### src/rtl/operand_skew_loader.sv
// Serial operand loader: deserialises X/Y streams into word banks, then replays
// them as skewed diagonal wavefronts with per-lane valids for the systolic array.

module osl_stream #(
  parameter int D_W   = 8,
  parameter int NB    = 2,
  parameter int DEPTH = 8,
  parameter int LANES = 1,
  parameter int KW    = 4,
  parameter int TW    = 4
) (
  input  logic               clk,
  input  logic               rst,
  input  logic               clr,
  input  logic               ld,
  input  logic [LANES-1:0]   ser,
  input  logic [KW-1:0]      k,
  input  logic [TW-1:0]      t,
  input  logic               issue,
  output logic [NB*D_W-1:0]  words,
  output logic [NB-1:0]      valid,
  output logic               complete,
  output logic               ovf
);
  localparam int CPW = D_W / LANES;
  localparam int CW  = (CPW > 1) ? $clog2(CPW) : 1;
  localparam int AW  = (DEPTH > 1) ? $clog2(DEPTH) : 1;
  localparam int BW  = $clog2(NB + 1);
  localparam int BIW = (NB > 1) ? $clog2(NB) : 1;

  logic [D_W-1:0]                    sr, sr_n;
  logic [CW-1:0]                     cyc;
  logic [KW-1:0]                     a;
  logic [BW-1:0]                     b;
  logic [NB-1:0][DEPTH-1:0][D_W-1:0] bank;
  logic [NB-1:0][D_W-1:0]            w_q, w_n;
  logic [NB-1:0]                     v_n;
  logic [TW-1:0]                     idx;
  logic                              wdone;

  generate
    if (LANES == D_W) begin : g_full
      assign sr_n = ser;
    end else begin : g_shift
      assign sr_n = {ser, sr[D_W-1:LANES]};
    end
  endgenerate

  // The completing chunk is taken straight from ser so the word lands in the bank
  // on the same edge that finishes it.
  assign wdone    = ld && (cyc == CW'(CPW - 1));
  assign complete = (b == BW'(NB));
  assign ovf      = wdone && complete;
  assign words    = w_q;

  always_ff @(posedge clk or negedge rst) begin
    if (!rst) begin
      sr    <= '0;
      cyc   <= '0;
      a     <= '0;
      b     <= '0;
      w_q   <= '0;
      valid <= '0;
    end else begin
      if (clr) begin
        sr  <= '0;
        cyc <= '0;
        a   <= '0;
        b   <= '0;
      end else if (ld) begin
        sr  <= sr_n;
        cyc <= wdone ? '0 : cyc + 1'b1;
        if (wdone && !complete) begin
          if (a == k - 1'b1) begin
            a <= '0;
            b <= b + 1'b1;
          end else begin
            a <= a + 1'b1;
          end
        end
      end
      if (issue) begin
        w_q   <= w_n;
        valid <= v_n;
      end
    end
  end

  always_ff @(posedge clk) begin
    if (wdone && !complete) bank[b[BIW-1:0]][a[AW-1:0]] <= sr_n;
  end

  // Lane r sees word t-r while it lies inside [0, K).
  always_comb begin
    w_n = '0;
    v_n = '0;
    idx = '0;
    for (int r = 0; r < NB; r++) begin
      if (t >= TW'(r) && (t - TW'(r)) < TW'(k)) begin
        idx    = t - TW'(r);
        v_n[r] = 1'b1;
        w_n[r] = bank[r][idx[AW-1:0]];
      end
    end
  end
endmodule

module operand_skew_loader #(
  parameter int D_W   = 8,
  parameter int ROWS  = 2,
  parameter int COLS  = 2,
  parameter int DEPTH = 8,
  parameter int LANES = 1
) (
  input  logic                        clk,
  input  logic                        rst,
  input  logic                        load_en,
  input  logic [LANES-1:0]            ser_x,
  input  logic [LANES-1:0]            ser_y,
  input  logic [$clog2(DEPTH+1)-1:0]  k_len,
  input  logic                        start,
  input  logic                        keep,
  input  logic                        stall,
  output logic [ROWS*D_W-1:0]         out_x_flat,
  output logic [COLS*D_W-1:0]         out_y_flat,
  output logic [ROWS-1:0]             out_vx,
  output logic [COLS-1:0]             out_vy,
  output logic                        busy,
  output logic                        loaded,
  output logic                        done,
  output logic                        load_err
);
  localparam int M  = (ROWS > COLS) ? ROWS : COLS;
  localparam int KW = $clog2(DEPTH + 1);
  localparam int TW = $clog2(DEPTH + M + 1);

  typedef enum logic [1:0] {IDLE, LOAD, XFER} state_t;

  state_t        state;
  logic [KW-1:0] k_r;
  logic [TW-1:0] t, last1;
  logic          keep_r, ld, clr, issue, k_bad;
  logic          xc, yc, xo, yo;

  assign ld    = (state == LOAD) && load_en;
  assign clr   = (state == IDLE) && load_en;
  assign issue = (state == XFER) && !stall;
  assign k_bad = (k_len == '0) || (k_len > KW'(DEPTH));
  // One step past the final beat: that issue clears the outputs and ends XFER.
  assign last1 = TW'(k_r) + TW'(M - 1);

  osl_stream #(.D_W(D_W), .NB(ROWS), .DEPTH(DEPTH), .LANES(LANES), .KW(KW), .TW(TW)) u_x (
    .clk(clk), .rst(rst), .clr(clr), .ld(ld), .ser(ser_x), .k(k_r), .t(t), .issue(issue),
    .words(out_x_flat), .valid(out_vx), .complete(xc), .ovf(xo));

  osl_stream #(.D_W(D_W), .NB(COLS), .DEPTH(DEPTH), .LANES(LANES), .KW(KW), .TW(TW)) u_y (
    .clk(clk), .rst(rst), .clr(clr), .ld(ld), .ser(ser_y), .k(k_r), .t(t), .issue(issue),
    .words(out_y_flat), .valid(out_vy), .complete(yc), .ovf(yo));

  always_ff @(posedge clk or negedge rst) begin
    if (!rst) begin
      state    <= IDLE;
      k_r      <= '0;
      t        <= '0;
      keep_r   <= 1'b0;
      busy     <= 1'b0;
      loaded   <= 1'b0;
      done     <= 1'b0;
      load_err <= 1'b0;
    end else begin
      done <= 1'b0;
      case (state)
        IDLE: begin
          if (load_en) begin
            state    <= LOAD;
            busy     <= 1'b1;
            load_err <= k_bad;
            k_r      <= (k_len == '0) ? KW'(1) : (k_len > KW'(DEPTH)) ? KW'(DEPTH) : k_len;
          end else if (start && loaded) begin
            state  <= XFER;
            busy   <= 1'b1;
            t      <= '0;
            keep_r <= keep;
          end
        end
        LOAD: begin
          if (xo || yo) load_err <= 1'b1;
          if (!load_en) begin
            state  <= IDLE;
            busy   <= 1'b0;
            loaded <= xc && yc;
            if (!(xc && yc)) load_err <= 1'b1;
          end
        end
        XFER: begin
          if (!stall) begin
            t <= t + 1'b1;
            if (t == last1) begin
              state  <= IDLE;
              busy   <= 1'b0;
              done   <= 1'b1;
              loaded <= keep_r;
            end
          end
        end
        default: state <= IDLE;
      endcase
    end
  end
endmodule

### config.mk
export PLATFORM = sky130hd
export DESIGN_NAME = operand_skew_loader
export DESIGN_NICKNAME = d
export VERILOG_FILES = /design/src/rtl/operand_skew_loader.sv
export SDC_FILE = /design/constraint.sdc
export NUM_CORES = 1
export LEC_CHECK = 0
export ABC_AREA = 1
export BUFFER_PORTS_ARGS = -buffer_cell sky130_fd_sc_hd__buf_4
export CAP_MARGIN = 30
export CELL_PAD_IN_SITES_DETAIL_PLACEMENT = 1
export CELL_PAD_IN_SITES_GLOBAL_PLACEMENT = 1
export CORE_ASPECT_RATIO = 1.25
export CORE_MARGIN = 3
export CORE_UTILIZATION = 45
export CTS_CLUSTER_SIZE = 12
export DETAILED_ROUTE_END_ITERATION = 10
export PLACE_DENSITY = 0.83
export REMOVE_ABC_BUFFERS = 1
export SKIP_CTS_REPAIR_TIMING = 1
export SLEW_MARGIN = 20
export SYNTH_ARGS = -nofsm -noshare
export SYNTH_HDL_FRONTEND = slang
export SYNTH_HIERARCHICAL = 1
export SYNTH_SLANG_ARGS = --single-unit
### constraint.sdc
create_clock -name clk -period 2.45 [get_ports clk]
set_clock_uncertainty 0.1 [all_clocks]
set_input_delay 0.49 -clock clk [delete_from_list [all_inputs] [get_ports clk]]
set_output_delay 0.49 -clock clk [all_outputs]
set_load 0.02 [all_outputs]
==> results.toml, run 1 <==
[critical_path]
rrSetupSlack_ns = 0.11
r2r_end = "u_x/words[9]$_DFFE_PN0P_"
required_ns = 2.79
rr_worst_depth = 10
worstPathArrival_ns = 2.68
worstPathMaxFanout = 9
reg2reg_from = "t[1]$_DFFE_PN0P_"
setup.worst_path.end_class = "register"
start_kind = "register"
path_class = "register to register"

[synthesis]
synthCells = 1375
synth.distinct_cells = 36
syn_area_per_cell_um2 = 10.7
synth_edf_count = 256
synth_top_area_cell = "edfxtp_1"
ys_async_sr_fraction_pct = 24.5
yosysMostFrequentCell = "nand2_1"
ys_warn_count = 6
syn_area_mm2 = 0.0147
synth-seq-area-share_pct = 66.4
netlist.area_leader.share_pct = 52.3
synth_ff_type = "edfxtp_1"
ys_top_cells_by_area = "edfxtp_1 (52%), dfrtp_1 (14%), nand2_1 (10%), nand3_1 (5.5%), nor2_1 (2.9%)"
synth-seq-cells = 339
yosys-top-cells-count = "nand2_1 (405), edfxtp_1 (256), nand3_1 (161)"

[timing]
period_needed_ns = 2.34
period_share_pct = 95.3
max-slew-margin-rel_pct = 40.4
whs_ns = 0.0493
rsz0062_at_grt = "no"
finalSetupViolCount = 0
tns_ns = 0
final.setup.worst_slack_ns = 0.114
drv_slew = 0
hold_viol_final = 0
fmaxAchievable_mhz = 428
tightest_slew_ns = 0.894

[global_route]
top_usage_layer = "met2"
use_met2_pct = 42.7
globalRouteOverflowTotal = 0
grt.total_usage_pct = 23.1
grt_pass1_wl_mm = 63.4
antenna_found_initial = 0
grt_max_degree = 84
use_met3_pct = 3.36
grt_pass1_vias = 11600
grtUsageMet1_pct = 26.8

[route]
dr.pass1.iters = 5
drcViolationCount = 0
via_per_inst = 5.52
finalWirelength_mm = 40.7
vias = 10600
drtIter0Drc = 842
wl_per_cell_um = 21.2
ant_nets = 0

[power]
ir_worst_vdd_mv = 0.637
sw_frac_of_total_pct = 39.1
powerDensity_mw_per_mm2 = 1190
p_sw_mw = 7.85
p_comb_share_pct = 38.4
pwr-share-clk_pct = 26.3
internal_power_mw = 12.2
power.total_mw = 20.1
seq_power_share_pct = 35.2
leakage_nw = 6.93

[placed_design]
dp_hpwl_mm = 26.5
placedCellCount = 1849
place_area_mm2 = 0.0158
post-place-ws_ns = -0.0228
portBuffers = 51
gp_congestion = 0.869

[hold_path]
worstHoldStart = "stall"
hold_end = "done$_DFF_PN0_"
min-delay-path-class = "input port to register"
holdPathStages = 2

[clock_network]
cts_sinks = 339
numCtsBuffers = 36
path_clk_slew_ns = 0.06
insertion_delay_ns = 0.54
clock_path_buffers = 3
htreeDepth = 2
cts_tree = "done"
cts-root-buf = "clkbuf_16"

[die]
dieWidth_um = 168
die_height_um = 208
fp.coreArea_mm2 = 0.0321
rows = 73
start_util_pct = 45.9
io_pins = 52
die_area_mm2 = 0.0349

[cells_and_area]
final_util_pct = 52.8
fillCellCount = 3471
fin_nets = 1521
final_cells = 1917
fin_area_mm2 = 0.0169
drive_above_1_share_pct = 13.9
insertedDiodeCount = 0
area_growth_pct = 15.0

[outcome]
status = "completed"

[run]
cap_violations = 0
-- layer usage --
metal / share of wire [%] / vias up
met5: 0 / -
met4: 3.6 / 0
met3: 3.8 / 94
met2: 54 / 257
met1: 39 / 5337
li1: - / 4886
-- how the worst max path moves through the flow --
stage | startpoint | endpoint | slack (ns) | cells past startpoint
after global placement | t[0]$_DFFE_PN0P_ | u_x/words[13]$_DFFE_PN0P_ | 0.21 | 7
after global routing | t[1]$_DFFE_PN0P_ | u_x/words[10]$_DFFE_PN0P_ | 0.0003 | 10
final | t[1]$_DFFE_PN0P_ | u_x/words[9]$_DFFE_PN0P_ | 0.11 | 10
after floorplan | t[0]$_DFFE_PN0P_ | u_y/words[10]$_DFFE_PN0P_ | -2.71 | 9
after CTS | t[1]$_DFFE_PN0P_ | u_x/words[9]$_DFFE_PN0P_ | -0.1 | 10
after detailed placement | t[1]$_DFFE_PN0P_ | u_x/words[9]$_DFFE_PN0P_ | -0.02 | 10
-- power by group through the flow --
stage | Sequential [mW] | Combinational (mW) | Clock, mW
finish | 7.08 | 7.72 | 5.29
global placement | 7.14 | 7.08 | 0
detailed placement | 7.19 | 7.53 | 0
global route | 7.15 | 8.53 | 5.61
floorplan | 7.61 | 4.28 | 0
CTS | 7.09 | 7.65 | 5.38
-- state kept, by name, indices dropped and copies added (netlist names), 2 cells and up --
register	cells
u_x/a	4
u_x/words	16
u_x/sr	7
u_x/b	2
u_x/valid	2
t	4
u_y/b	2
u_y/sr	7
u_y/valid	2
u_x/cyc	3
u_y/cyc	3
k_r	4
u_y/bank	128
u_y/words	16
state	2
u_y/a	4
u_x/bank	128
-- logic make-up (layout without fill, tap and decap cells) --
group                      after synthesis  count (layout)  share of synthesized area, %
AOI/OAI and AO/OA                      146             146                          5.30
buffers and inverters                  135             265                          4.37
adders and majority gates               31              31                          2.64
and+or+nand+nor                        709             709                          20.1
DFF                                    339             339                          66.4
muxes                                    1               1                        0.0766
xor gates and xnor gates                14              14                          1.09
-- worst max-delay path: stages, from the launching register on --
cell	delay [ns]
dfrtp_1	0.41
clkinv_1	0.15
ha_2	0.24
xnor2_4	0.26
inv_2	0.14
ha_1	0.31
inv_1	0.07
nor2_1	0.06
o21ai_2	0.16
nand2_2	0.17
o21ai_2	0.18
-- area by class of cell --
class	instances	area, um^2	share of cell area [%]
clock buffer	57	1020	6.03
clock inverter	8	104	0.614
inverter	86	325	1.92
multi-input combinational	901	4300	25.4
sequential	339	9770	57.7
tap	412	515	3.05
timing repair buffer	114	878	5.19
-- cells in the final DEF (no fill, tap or decap), types with 16 or more instances in the layout --
master,synthesis,final
nand2_1,405,405
edfxtp_1,256,256
nand3_1,161,161
nor2_1,112,112
buf_4,10,110
dfrtp_1,83,82
o21ai_0,74,74
inv_1,66,66
clkbuf_16,0,36
o21ai_1,34,33
ha_1,31,30
inv_2,18,18
clkbuf_1,7,17
o22ai_1,16,16
(Power assumes the default switching activity.)
==> run 2, diff against run 1 <==
--- a/config.mk
+++ b/config.mk
@@ -15,6 +15,7 @@
 export CORE_UTILIZATION = 45
 export CTS_CLUSTER_SIZE = 12
 export DETAILED_ROUTE_END_ITERATION = 10
+export GPL_TIMING_DRIVEN = 0
 export PLACE_DENSITY = 0.83
 export REMOVE_ABC_BUFFERS = 1
 export SKIP_CTS_REPAIR_TIMING = 1
==> run 2 against run 1 <==
Wire length rose by 19%. The run now ends with negative setup slack left. Worst setup slack lost 0.20 ns. Via count grew 7.9%.
==> results.toml, run 2 (same netlist as run 1, synthesis figures left out) <==
[outcome]
status = "finished, violations left"
violations = "negative setup slack"

[placed_design]
gp_congestion = 0.778
portBuffers = 51
dp_hpwl_mm = 24.7
placedCellCount = 1793
place_area_mm2 = 0.0154

[timing]
period_share_pct = 103
tightest_slew_ns = 0.860
period_needed_ns = 2.53
hold_viol_final = 0
max-slew-margin-rel_pct = 42.6
final.setup.worst_slack_ns = -0.0832
drv_slew = 0
rsz0062_at_grt = "yes"
fmaxAchievable_mhz = 395
finalSetupViolCount = 11

[cells_and_area]
layout_common_cells = "nand2_1 (400), edfxtp_1 (256), nand3_1 (161)"
final_util_pct = 56.0
multi_input_area_mm2 = 0.00471
fin_area_mm2 = 0.0179
fillCellCount = 3341
final_cells = 1955
insertedDiodeCount = 0
regArea_mm2 = 0.00977
fin_nets = 1558
area_growth_pct = 22.0
drive_above_1_share_pct = 19.8
final_common_cell = "nand2_1"

[die]
start_util_pct = 45.9
die_height_um = 208
dieWidth_um = 168
die_area_mm2 = 0.0349
rows = 73
fp.coreArea_mm2 = 0.0321
io_pins = 52

[route]
finalWirelength_mm = 48.5
ant_nets = 0
drcViolationCount = 0
via_per_inst = 5.84
drtIter0Drc = 1120
dr.pass1.iters = 7
wl_per_cell_um = 24.8
vias = 11400

[power]
p_comb_share_pct = 45.5
power.total_mw = 22.7
leakage_nw = 7.19
ir_worst_vdd_mv = 0.866
internal_power_mw = 13.4
seq_power_share_pct = 31.4
p_sw_mw = 9.27
sw_frac_of_total_pct = 40.8
pwr-share-clk_pct = 23.1
powerDensity_mw_per_mm2 = 1270

[global_route]
grt_max_degree = 84
grt.total_usage_pct = 22.3
grt_pass1_wl_mm = 62.0
grt_pass1_vias = 11100
antenna_found_initial = 0
globalRouteOverflowTotal = 0

[clock_network]
numCtsBuffers = 36
insertion_delay_ns = 0.54
cts_tree = "done"
cts-root-buf = "clkbuf_16"
clock_path_buffers = 3
htreeDepth = 2
cts_sinks = 339
path_clk_slew_ns = 0.06

[hold_path]
min-delay-path-class = "input port to register"

[critical_path]
required_ns = 2.82
worstPathMaxFanout = 45
setup.worst_path.end_class = "register"
path_class = "register to register"
worstPathArrival_ns = 2.90
start_kind = "register"

[run]
cap_violations = 0
-- run 2: cell types whose count changed in the layout (fill, tap and decap cells not counted), moves of 8 or more --
cell,change
buf_12,+11
inv_1,-8
clkinvlp_4,+9
nor2_1,-34
nor2_4,+29
buf_4,+8
-- run 2: metrics by stage --
step	TNS (ns)	worst slack [ns]	hold WS [ns]
6_report	-0.490	-0.0832	0.0567
4_1_cts	-189.07	-1.55	-0.0368
5_1_grt	-2.00	-0.128	0.0418
3_5_place_dp	-177.27	-1.52	0.369
3_3_place_gp	-323.79	-6.03	0.362
2_1_floorplan	-84.03	-2.71	0.0944
-- run 2: final timing paths --
path	from	to	slack, ns	cells past startpoint
max reg2reg	t[0]$_DFFE_PN0P_	u_x/words[15]$_DFFE_PN0P_	-0.08	11
min reg2reg	busy$_DFFE_PN0P_	busy$_DFFE_PN0P_	0.38	2
min in group asynchronous	rst	u_y/words[10]$_DFFE_PN0P_	0.51	2
min	stall	done$_DFF_PN0_	0.06	2
max in group asynchronous	rst	t[0]$_DFFE_PN0P_	1.08	2
max	t[0]$_DFFE_PN0P_	u_x/words[15]$_DFFE_PN0P_	-0.08	11
-- run 2: power by group through the flow --
stage / Sequential (mW) / Clock (mW) / Combinational (mW)
after floorplan: 7.61 / 0 / 4.28
after global routing: 7.18 / 5.55 / 11.1
after global placement: 7.34 / 0 / 4.47
after CTS: 7.22 / 5.26 / 7.22
final: 7.13 / 5.25 / 10.3
after detailed placement: 7.32 / 0 / 7.12
-- run 2: cell type report --
class | instances | share of cell area, %
timing repair inverter | 5 | 0.258
timing repair buffer | 144 | 7.51
tap | 412 | 2.87
multi-input combinational | 903 | 26.3
inverter | 86 | 2.50
clock buffer | 59 | 5.61
clock inverter | 7 | 0.516
sequential | 339 | 54.5
-- run 2: routing by layer --
metal	GRT usage (%)	vias to the layer above	share of wire [%]
li1	-	4989	-
met1	26.8	5811	36
met2	41.4	481	54
met3	3.25	132	5.9
met4	6.80	0	4.0
met5	0	-	0
-- run 2: critical path, cell delays in order (launching register included) --
cell and delay [ns]:
dfrtp_4 0.45, buf_12 0.11, buf_16 0.12, buf_4 0.30, buf_12 0.27, ha_1 0.21
nor2_1 0.05, nand3_1 0.16, nor3b_4 0.26, buf_12 0.17, nand2_8 0.08, o21ai_2 0.15
